File: config.mk
export PLATFORM = sky130hd
export DESIGN_NAME = pc_fetch_unit
export DESIGN_NICKNAME = d
export VERILOG_FILES = /design/src/rtl/pc_fetch_unit_pkg.sv /design/src/rtl/pc_return_stack.sv /design/src/rtl/pc_fetch_unit.sv
export SDC_FILE = /design/constraint.sdc
export NUM_CORES = 1
export LEC_CHECK = 0
export ABC_AREA = 0
export CORE_UTILIZATION = 30
export DETAILED_ROUTE_END_ITERATION = 16
export GPL_ROUTABILITY_DRIVEN = 0
export PLACE_DENSITY = 0.61
export SLEW_MARGIN = 20
export SYNTH_ARGS = -nofsm -noshare
export SYNTH_HDL_FRONTEND = slang
export SYNTH_HIERARCHICAL = 1
export SYNTH_SLANG_ARGS = --single-unit
File: constraint.sdc
create_clock -name Clock -period 5.1 [get_ports Clock]
set_input_delay 0.51 -clock Clock [delete_from_list [all_inputs] [get_ports Clock]]
set_output_delay 0.51 -clock Clock [all_outputs]
set_load 0.01 [all_outputs]
File: src/rtl/pc_fetch_unit_pkg.sv
// -----------------------------------------------------------------------------
// pc_fetch_unit_pkg
// Shared constants for the program-counter fetch stage: instruction size,
// default memory size, return-stack depth, run/halt/fault state encoding and
// the next-PC source selector.
// Ports: none (package).
// -----------------------------------------------------------------------------
package pc_fetch_unit_pkg;

    localparam int INSTR_BYTES       = 3;
    localparam int MEM_BYTES_DEFAULT = 128;
    localparam int PC_W              = 24;
    localparam int RAS_DEPTH         = 4;

    // Core state machine encoding.
    localparam logic [1:0] ST_RUN   = 2'd0;
    localparam logic [1:0] ST_HALT  = 2'd1;
    localparam logic [1:0] ST_FAULT = 2'd2;

    // Source of the next PC.
    typedef enum logic [2:0] {
        SEL_SEQ,
        SEL_BRANCH,
        SEL_JUMP,
        SEL_HOLD,
        SEL_RAS
    } pc_sel_e;

endpackage

File: src/rtl/pc_return_stack.sv
// -----------------------------------------------------------------------------
// pc_return_stack
// Four-entry LIFO of return addresses. A push onto a full stack overwrites the
// oldest entry (circular buffer). Only used when PC_RAS_EN is defined.
// Ports:
//   clk_i    in   clock
//   rst_ni   in   asynchronous active-low reset; empties the stack
//   push_i   in   push data_i
//   pop_i    in   pop the top entry (ignored when empty)
//   data_i   in   return address to push
//   top_o    out  current top entry (value a pop returns)
//   empty_o  out  stack holds no entries
// -----------------------------------------------------------------------------
module pc_return_stack
    import pc_fetch_unit_pkg::*;
(
    input  logic            clk_i,
    input  logic            rst_ni,
    input  logic            push_i,
    input  logic            pop_i,
    input  logic [PC_W-1:0] data_i,
    output logic [PC_W-1:0] top_o,
    output logic            empty_o
);

    logic [PC_W-1:0] mem_q [RAS_DEPTH];
    logic [1:0]      ptr_q;   // next slot to write; ptr_q-1 is the top
    logic [2:0]      cnt_q;   // number of valid entries, 0..RAS_DEPTH

    assign top_o   = mem_q[ptr_q - 2'd1];
    assign empty_o = (cnt_q == 3'd0);

    always_ff @(posedge clk_i or negedge rst_ni) begin
        if (!rst_ni) begin
            ptr_q <= 2'd0;
            cnt_q <= 3'd0;
        end else if (push_i) begin
            ptr_q <= ptr_q + 2'd1;
            if (cnt_q != 3'(RAS_DEPTH)) begin
                cnt_q <= cnt_q + 3'd1;
            end
        end else if (pop_i && !empty_o) begin
            ptr_q <= ptr_q - 2'd1;
            cnt_q <= cnt_q - 3'd1;
        end
    end

    // NOTE: the storage array has no reset; validity is tracked by cnt_q alone,
    // so clearing the entries would only cost reset wiring.
    always_ff @(posedge clk_i) begin
        if (push_i) begin
            mem_q[ptr_q] <= data_i;
        end
    end

endmodule

File: src/rtl/pc_fetch_unit.sv
// -----------------------------------------------------------------------------
// pc_fetch_unit
// Program-counter stage in front of the instruction memory. Selects the next
// PC (sequential, relative branch, absolute jump, hold, return), detects
// out-of-range targets (sticky FAULT), handles HALT/Resume and counts retired
// instructions with saturation.
// Optional feature macro: PC_RAS_EN adds a 4-entry return address stack for
// Call/Ret. Without it, Call acts as Jump and Ret is ignored.
// Ports:
//   Clock         in   rising-edge clock
//   Reset         in   asynchronous active-low reset
//   Stall         in   hold PC, no retire, ignore all other requests
//   BranchTaken   in   take relative branch
//   BranchOffset  in   signed offset in instructions, relative to PC+3
//   Jump          in   take absolute jump
//   JumpIndex     in   absolute target as an instruction index
//   Halt          in   decoded instruction is HALT
//   Resume        in   leave HALT
//   Call / Ret    in   subroutine call / return
//   PCAddress     out  current PC byte address
//   PCPlus3       out  PCAddress + 3 (link value)
//   Halted        out  state is HALT
//   Fault         out  state is FAULT
//   RetiredCount  out  retired-instruction count (saturating)
// -----------------------------------------------------------------------------
module pc_fetch_unit
    import pc_fetch_unit_pkg::*;
#(
    parameter int MEM_BYTES = MEM_BYTES_DEFAULT,
    parameter int RESET_PC  = 0,
    parameter int CNT_W     = 32
) (
    input  logic             Clock,
    input  logic             Reset,
    input  logic             Stall,
    input  logic             BranchTaken,
    input  logic [23:0]      BranchOffset,
    input  logic             Jump,
    input  logic [23:0]      JumpIndex,
    input  logic             Halt,
    input  logic             Resume,
    input  logic             Call,
    input  logic             Ret,
    output logic [23:0]      PCAddress,
    output logic [23:0]      PCPlus3,
    output logic             Halted,
    output logic             Fault,
    output logic [CNT_W-1:0] RetiredCount
);

    localparam logic signed [25:0] LAST_PC = 26'(MEM_BYTES - INSTR_BYTES);

    logic [PC_W-1:0]    pc_q, pc_d;
    logic [1:0]         state_q, state_d;
    logic [CNT_W-1:0]   cnt_q;
    logic               retire;
    pc_sel_e            sel;

    // All target arithmetic is 26-bit signed so negative results and results
    // beyond the 24-bit PC range are both visible to the range check.
    logic signed [25:0] pc_plus3_s, br_tgt, jmp_tgt, tgt;

    logic               ras_push, ras_pop, ras_empty;
    logic [PC_W-1:0]    ras_top;

    assign pc_plus3_s = $signed({2'b00, pc_q}) + 26'sd3;
    assign br_tgt     = pc_plus3_s + $signed({{2{BranchOffset[23]}}, BranchOffset}) * 26'sd3;
    assign jmp_tgt    = $signed({2'b00, JumpIndex}) * 26'sd3;

    always_comb begin
        // NOTE: every signal written here gets a default first so that no path
        // leaves one unassigned, which would infer a latch.
        sel      = SEL_HOLD;
        state_d  = state_q;
        pc_d     = pc_q;
        retire   = 1'b0;
        ras_push = 1'b0;
        ras_pop  = 1'b0;
        tgt      = pc_plus3_s;

        case (state_q)
            ST_RUN: begin
                if (Stall) begin
                    sel = SEL_HOLD;
                end else if (Halt) begin
                    // HALT itself retires; the PC stays on the HALT instruction.
                    state_d = ST_HALT;
                    retire  = 1'b1;
                end
`ifdef PC_RAS_EN
                else if (Call) begin
                    sel      = SEL_JUMP;
                    ras_push = 1'b1;
                end else if (Ret) begin
                    if (ras_empty) begin
                        state_d = ST_FAULT;
                    end else begin
                        sel     = SEL_RAS;
                        ras_pop = 1'b1;
                    end
                end else if (Jump) begin
                    sel = SEL_JUMP;
                end
`else
                else if (Jump || Call) begin
                    sel = SEL_JUMP;
                end
`endif
                else if (BranchTaken) begin
                    sel = SEL_BRANCH;
                end else begin
                    sel = SEL_SEQ;
                end
            end
            ST_HALT: begin
                if (Resume) begin
                    sel = SEL_SEQ;
                end
            end
            default: ;  // FAULT is sticky until reset
        endcase

        case (sel)
            SEL_SEQ:    tgt = pc_plus3_s;
            SEL_BRANCH: tgt = br_tgt;
            SEL_JUMP:   tgt = jmp_tgt;
            SEL_RAS:    tgt = {2'b00, ras_top};
            default:    tgt = {2'b00, pc_q};
        endcase

        if (sel != SEL_HOLD) begin
            if (tgt < 0 || tgt > LAST_PC) begin
                // Faulting instruction keeps its address and does not retire.
                state_d  = ST_FAULT;
                ras_push = 1'b0;
                ras_pop  = 1'b0;
            end else begin
                pc_d    = tgt[PC_W-1:0];
                state_d = ST_RUN;
                // Leaving HALT via Resume moves the PC but is not a retire.
                retire  = (state_q == ST_RUN);
            end
        end
    end

    // NOTE: state registers use non-blocking assignments so every flop samples
    // the values from before this edge, regardless of statement order.
    always_ff @(posedge Clock or negedge Reset) begin
        if (!Reset) begin
            pc_q    <= PC_W'(RESET_PC);
            state_q <= ST_RUN;
            cnt_q   <= '0;
        end else begin
            pc_q    <= pc_d;
            state_q <= state_d;
            if (retire && !(&cnt_q)) begin
                cnt_q <= cnt_q + CNT_W'(1);
            end
        end
    end

`ifdef PC_RAS_EN
    pc_return_stack u_ras (
        .clk_i   (Clock),
        .rst_ni  (Reset),
        .push_i  (ras_push),
        .pop_i   (ras_pop),
        .data_i  (pc_plus3_s[PC_W-1:0]),
        .top_o   (ras_top),
        .empty_o (ras_empty)
    );
`else
    assign ras_top   = '0;
    assign ras_empty = 1'b1;
    logic unused_ras;
    assign unused_ras = ^{ras_push, ras_pop, ras_empty, Ret};
`endif

    assign PCAddress    = pc_q;
    assign PCPlus3      = pc_q + 24'd3;
    assign Halted       = (state_q == ST_HALT);
    assign Fault        = (state_q == ST_FAULT);
    assign RetiredCount = cnt_q;

endmodule

* Word-level counts from Yosys, hierarchy flattened
Cells that the tools add are included.
Operators by class: $add $sub $neg 4, multipliers 2, divide/modulo/power cells 0, magnitude comparators 2, equal/unequal tests 7, shifts and indexed selects 0, mux-type cells 17, bitwise gates (word level) 1, reduce and logical (&&, ||, !) cells 11
Operators by type and width (count):
- $pmux W26 S4 | 1
- $add A32 B1 Y32 const B | 1
- $reduce_and A32 Y1 | 1
- $add A26 B26 Y26 | 1
- $gt A26 B8 Y1 const B | 1
- $lt A26 B1 Y1 const B | 1
- $mul A24 B2 Y26 const B | 1
- $mul A24 B3 Y26 const B | 1
- $add A24 B2 Y25 const B | 1
- $add A24 B2 Y24 const B | 1
- $mux W2 | 9
- $mux W1 | 6
- $pmux W2 S2 | 1
- $reduce_bool A2 Y1 | 2
- $eq A3 B1 Y1 const B | 1
- $eq A3 B2 Y1 const B | 1
- $eq A3 B3 Y1 const B | 1
- $logic_not A3 Y1 | 1
- $ne A3 B2 Y1 const B | 1
- $reduce_and A3 Y1 | 1
- $eq A2 B1 Y1 const B | 1
- $eq A2 B2 Y1 const B | 1
- $logic_not A2 Y1 | 1
- $logic_or A1 B1 Y1 | 2
- 5 further kinds | 5
Storage, ports and cells: flip-flop bits (word level) 58, bits in latches 0, memory bits (writable) 0, ROM bits 0, memories 0

* Logic depth before layout (Yosys ltp)
depth in word-level cells 12, depth in mapped cells 23

* Worst setup path after synthesis
OpenSTA, ideal clock, no wires.
kind register to register, start point register pc_q[0] (netlist: PCAddress[0]), end point register cnt_q[1] (netlist: RetiredCount[1]), arrival 5.596 ns, path slack -0.623 ns, cell stages (with the launch flop) 23, path buffers 2, cells stage by stage dfrtp_1 > inv_1 > ha_1 > nand4b_1 > or4_1 > buf_2 > nor2_1 > xor2_1 > inv_1 > fa_1 > inv_1 > ha_1 > a21oi_1 > o211ai_1 > a31o_2 > a22oi_1 > o2111ai_1 > or4_1 > o21ai_0 > a41oi_2 > buf_6 > nor2_1 > mux2_1
On the way: cells in the longest elaborated chain, start to end 8, elaborated cells on any way between the ends 9
Ends and longest elaborated chain:
- start: declaration | RTL line pc_fetch_unit.sv:53 | logic [PC_W-1:0] pc_q, pc_d;
- start signal: assignment | RTL line pc_fetch_unit.sv:150 | pc_q <= PC_W'(RESET_PC);
- start signal: assignment | RTL line pc_fetch_unit.sv:154 | pc_q <= pc_d;
- $add A24 B2 Y25 | RTL line pc_fetch_unit.sv:66 | assign pc_plus3_s = $signed({2'b00, pc_q}) + 26'sd3;
- $add A26 B26 Y26 | RTL line pc_fetch_unit.sv:67 | assign br_tgt = pc_plus3_s + $signed({{2{BranchOffset[23]}}, BranchOffset}) * 26'sd3;
- $pmux W26 S4 * | RTL line pc_fetch_unit.sv:123 | case (sel)
- $lt A26 B1 Y1 or $gt A26 B8 Y1 (tied branches) | RTL line pc_fetch_unit.sv:132 | if (tgt < 0 || tgt > LAST_PC) begin
- $logic_or A1 B1 Y1 * | RTL line pc_fetch_unit.sv:132
- $mux W1 * | RTL line pc_fetch_unit.sv:132
- $mux W1 * | RTL line pc_fetch_unit.sv:131 | if (sel != SEL_HOLD) begin
- $logic_and A1 B1 Y1 * | RTL line pc_fetch_unit.sv:156 | if (retire && !(&cnt_q)) begin
- end signal: assignment | RTL line pc_fetch_unit.sv:157 | cnt_q <= cnt_q + CNT_W'(1);
- end: declaration | RTL line pc_fetch_unit.sv:55 | logic [CNT_W-1:0] cnt_q;
Mark *: on every way between the ends. The rest lies on a longest branch, timed or not. A chain may end at the register's enable or synchronous reset.

* Worst setup path after layout
Same ends and word-level chain as after synthesis.

==> results <==
- The run finished, with violations left.
- The checks that failed: setup timing.
- The total area inside the core boundary comes to 24,500 µm².
- The number of warnings issued by yosys is 6.
- The detailed router finished its first iteration with ~320 violations.
- The final number of setup-violating endpoints is 30.
- Across all hold checks on the routed design, the worst slack comes to between 300 and 400 ps.
- Of the total synthesized cell area, the portion taken by AND, OR, NAND and NOR gates is 0.230.
- The floorplan has 57 rows.
- The final count of pins violating max slew is 0.
- The final count of hold timing violations is 0.
- At the end of the flow, the number of nets in the layout was 1,383.
- The time the worst path needs with I/O delays and setup is 5280 ps.
- The detailed-route wire length is 25.2 mm.
- The synthesized netlist net count is 1,098.
- In this run the cell area of the synthesized design comes to about 7600 µm².
- Synthesis instantiated 75 different standard cells from the library.
- Counting every sink on the clock net gives 58.
- The flop-to-flop setup slack is -180 ps.
- In this run, placement finished with an instance count of 1,511.
- Setup repair after global routing could not meet its margin everywhere.
- Of the total synthesized cell area, the portion taken by full adders, half adders and majority gates is 0.189.
- The design draws 4.59 mW.
- After synthesis, the share of flip-flops with an asynchronous set or reset is 1.00.
- The end of the critical path is RetiredCount[1]$_DFFE_PN0P_.
- In the final routed layout, each cell accounts on average for approximately 16 µm.
- Synthesis produced a netlist whose cell count is 941.
- Of the available clock period, the critical path in the final layout requires 1.03.
- The number of global-route vias before repair is ~7.9k.
- The initial antenna violation count came to 1.
- The power per cell area is 399 nW/µm².
- The worst setup path startpoint is PCAddress[0]$_DFFE_PN0P_.
- After synthesis, the share of cell area in mux cells is 0.0210.
- The clock transition at the registers of the reported paths is roughly 50 ps.
- The clock skew after layout is 5.80 ps.
- The HPWL after detailed placement is roughly 20 mm.
- The xor/xnor share of the synthesized area is 0.0927.
- The number of flip-flops and latches in the synthesized netlist is 58.
- Using the TritonRoute via totals, the vias-per-cell ratio works out to just over 5.
- Counting cells, the worst reg-to-reg path comes to 24.
- The largest driver fanout on the critical path is 7.
- The critical register-to-register path endpoint is RetiredCount[1]$_DFFE_PN0P_.
- The initial cell density of the core is 0.309.
- The remaining antenna violation count is 0.
- The later-pin clock latency in the skew report is between 300 and 400 ps.
- The most common cell in the synthesized netlist is sky130_fd_sc_hd__inv_1.
- TritonCTS built the clock tree.
- The worst vdd rail ir drop is 0.275 mV.
- Across the run, the number of max-cap violations was 0.
- The number of search-and-repair iterations in the first detailed-routing pass is 5.
- The setup path with the least slack is of type reg -> reg.
- Once layout is complete, the cells apart from fillers number 1,554.
- The aggregate global routing overflow is 0.
- The global routing usage summed across all routing layers is 0.191.
- The number of antenna repair diodes is 0.
- The area share of the largest cell type after synthesis is 0.192.
- At the pin with the least slew margin, the transition time is roughly 1400 ps.
- The element type at the critical path start is a flop.
- The worst slew margin relative to its limit is 0.0553.
- The dominant cell type by area after synthesis is sky130_fd_sc_hd__dfrtp_1.
- For this design the static power due to leakage is 5.33 nW.
- For this run, design rule violations remaining after detail routing come to 0.
- Counting the buffers created by CTS gives 9.
- The main combinational cell family by area after synthesis is simple AND/OR/NAND/NOR gates.
- The boundary pin count is 139.
- The required time of the critical path is ~5300 ps.
- The final worst-path setup slack is -177 ps.
- By area the synthesized netlist is led by sky130_fd_sc_hd__dfrtp_1 19%, sky130_fd_sc_hd__ha_1 13%, sky130_fd_sc_hd__inv_1 6.5%.
- After routing, the total negative slack on setup checks comes to -2570 ps.
- The data arrival time of the critical path is about 5500 ps.
- The global-route wire length before repair is 39.7 mm.
- For this run, the leading register cell type out of synthesis is sky130_fd_sc_hd__dfrtp_1.
- The die height is 161 µm.
- The start of the worst register-to-register path is PCAddress[0]$_DFFE_PN0P_.
- The area growth from synthesis to layout is 52.0%.
- Counting instances in the post-synthesis netlist gives the leading cell types as 132 x sky130_fd_sc_hd__inv_1, 76 x sky130_fd_sc_hd__ha_1, 63 x sky130_fd_sc_hd__a21oi_1.
- The worst min-delay path category is in -> async.
- From left edge to right edge, the die measures 161 µm.
- Static timing analysis puts the maximum clock frequency at 189 MHz.
- In this run the clock root is driven by a sky130_fd_sc_hd__clkbuf_16.
- The synthesized design contains 0 enable-type register cells.
- The clock passes through at most 2 buffers.
- The count of H-tree levels built during CTS is 3.
- The maximum number of pins on one net before global-route repair is 59.
- Each instance of the synthesized netlist takes up on average 8.05 µm².
- The count of buffers added on input and output ports is 137.
- Summing over every cut layer, the via total after detailed routing is 7,963.
- Of the synthesized area, sequential elements account for 0.192.
- The layout cell share with drive strength beyond 1 is 0.246.
- The endpoint class of the critical path is a flop.
- The floorplan step defined a die boundary enclosing 25,900 µm².
- The fraction of the mapped netlist area in compound gates came to 0.192.
==> cell families (layout without fill, tap and decap cells) <==
| family | after synthesis | in the layout |
|---|---|---|
| and+or+nand+nor | 306 | 306 |
| buffers and inverters | 164 | 453 |
| AOI/OAI and AO/OA | 220 | 220 |
| xor gates and xnor gates | 78 | 78 |
| muxes | 15 | 15 |
| adders and majority gates | 100 | 100 |
| DFF | 58 | 58 |
==> critical path: stages, from the launching register on <==
cell and delay (ps):
sky130_fd_sc_hd__dfrtp_1 360, sky130_fd_sc_hd__inv_2 60, sky130_fd_sc_hd__ha_4 170, sky130_fd_sc_hd__nand4b_1 160
sky130_fd_sc_hd__or4_4 430, sky130_fd_sc_hd__buf_8 170, sky130_fd_sc_hd__nor2_4 100, sky130_fd_sc_hd__xor2_2 190
sky130_fd_sc_hd__inv_2 80, sky130_fd_sc_hd__fa_1 530, sky130_fd_sc_hd__inv_2 50, sky130_fd_sc_hd__ha_4 300
sky130_fd_sc_hd__nand3_4 70, sky130_fd_sc_hd__buf_6 130, sky130_fd_sc_hd__a21oi_4 130, sky130_fd_sc_hd__o2bb2ai_4 80
sky130_fd_sc_hd__a211oi_2 180, sky130_fd_sc_hd__o2111ai_2 160, sky130_fd_sc_hd__o31a_1 350, sky130_fd_sc_hd__nor4_2 270
sky130_fd_sc_hd__o2111a_2 270, sky130_fd_sc_hd__a41oi_4 250, sky130_fd_sc_hd__buf_4 240, sky130_fd_sc_hd__nor2_4 100
sky130_fd_sc_hd__mux2_1 330
==> metrics by stage <==
step	worst slack (ps)	util	cell area [µm²]
floorplan	2.14	-	7710
global placement	-203	0.424	10400
detailed placement	-340	0.424	10400
CTS	-69.1	0.450	11000
global route	-397	0.469	11500
finish	-177	0.469	11500
==> final cells by class <==
class / count / area [µm²]
clock inverters: 3 / 15.0
repair buffers: 306 / 2710
multi-input cells: 719 / 6180
clock buffers: 12 / 256
fillers: 2417 / 13000
inverters: 132 / 495
flip-flops and latches: 58 / 1450
well taps: 324 / 405
==> timing repair <==
| item | CTS | global route |
|---|---|---|
| resized for setup | 44 | 70 |
| hold endpoints to repair | 0 | 0 |
| cloned | 0 | 2 |
| setup buffers | 16 | 10 |
| hold buffers | 0 | 0 |
| endpoints found under the setup margin | 53 | 55 |
| pin swaps | 18 | 55 |
==> report_power, final <==
part / leakage [nW] / total (mW) / switching, mW / internal (mW)
clock network: 0.138 / 0.561 / 0.211 / 0.350
registers: 0.739 / 0.632 / 0.0950 / 0.537
logic: 4.45 / 3.39 / 1.69 / 1.71
total: 5.33 / 4.59 / 2.00 / 2.59
==> flip-flops by register name, summed over array words and instances (netlist names) <==
name	cells
RetiredCount	32
state_q	2
PCAddress	24
==> worst min path at each step <==
| stage | from | endpoint | cells past startpoint |
|---|---|---|---|
| final | Reset | RetiredCount[24]$_DFFE_PN0P_ | 2 |
| after global routing | Reset | RetiredCount[24]$_DFFE_PN0P_ | 2 |
| after CTS | Reset | RetiredCount[21]$_DFFE_PN0P_ | 2 |
| after detailed placement | RetiredCount[7]$_DFFE_PN0P_ | RetiredCount[7]$_DFFE_PN0P_ | 1 |
| after global placement | RetiredCount[7]$_DFFE_PN0P_ | RetiredCount[7]$_DFFE_PN0P_ | 1 |
| after floorplan | Reset | PCAddress[0]$_DFFE_PN0P_ | 0 |
==> cells in the final DEF, fill, tap and decap left out, drive strengths merged, types with 22 or more instances in the layout <==
cell	synthesis	routed
o21ai	42	42
ha	76	76
nor2	45	45
buf	8	169
xnor2	36	36
nor3	22	22
nand2	53	53
nand3	40	40
xor2	42	42
dfrtp	58	58
fa	24	24
clkdlybuf4s50	0	136
inv	132	132
a21oi	63	63
==> layer usage <==
layer	GRT usage	up-vias	part of all wire
li1	-	3921	-
met1	0.237	3774	0.43
met2	0.329	224	0.49
met3	0.0405	44	0.061
met4	0.0579	0	0.023
met5	0	-	0
Note: power is estimated with default switching activity, not from simulation.
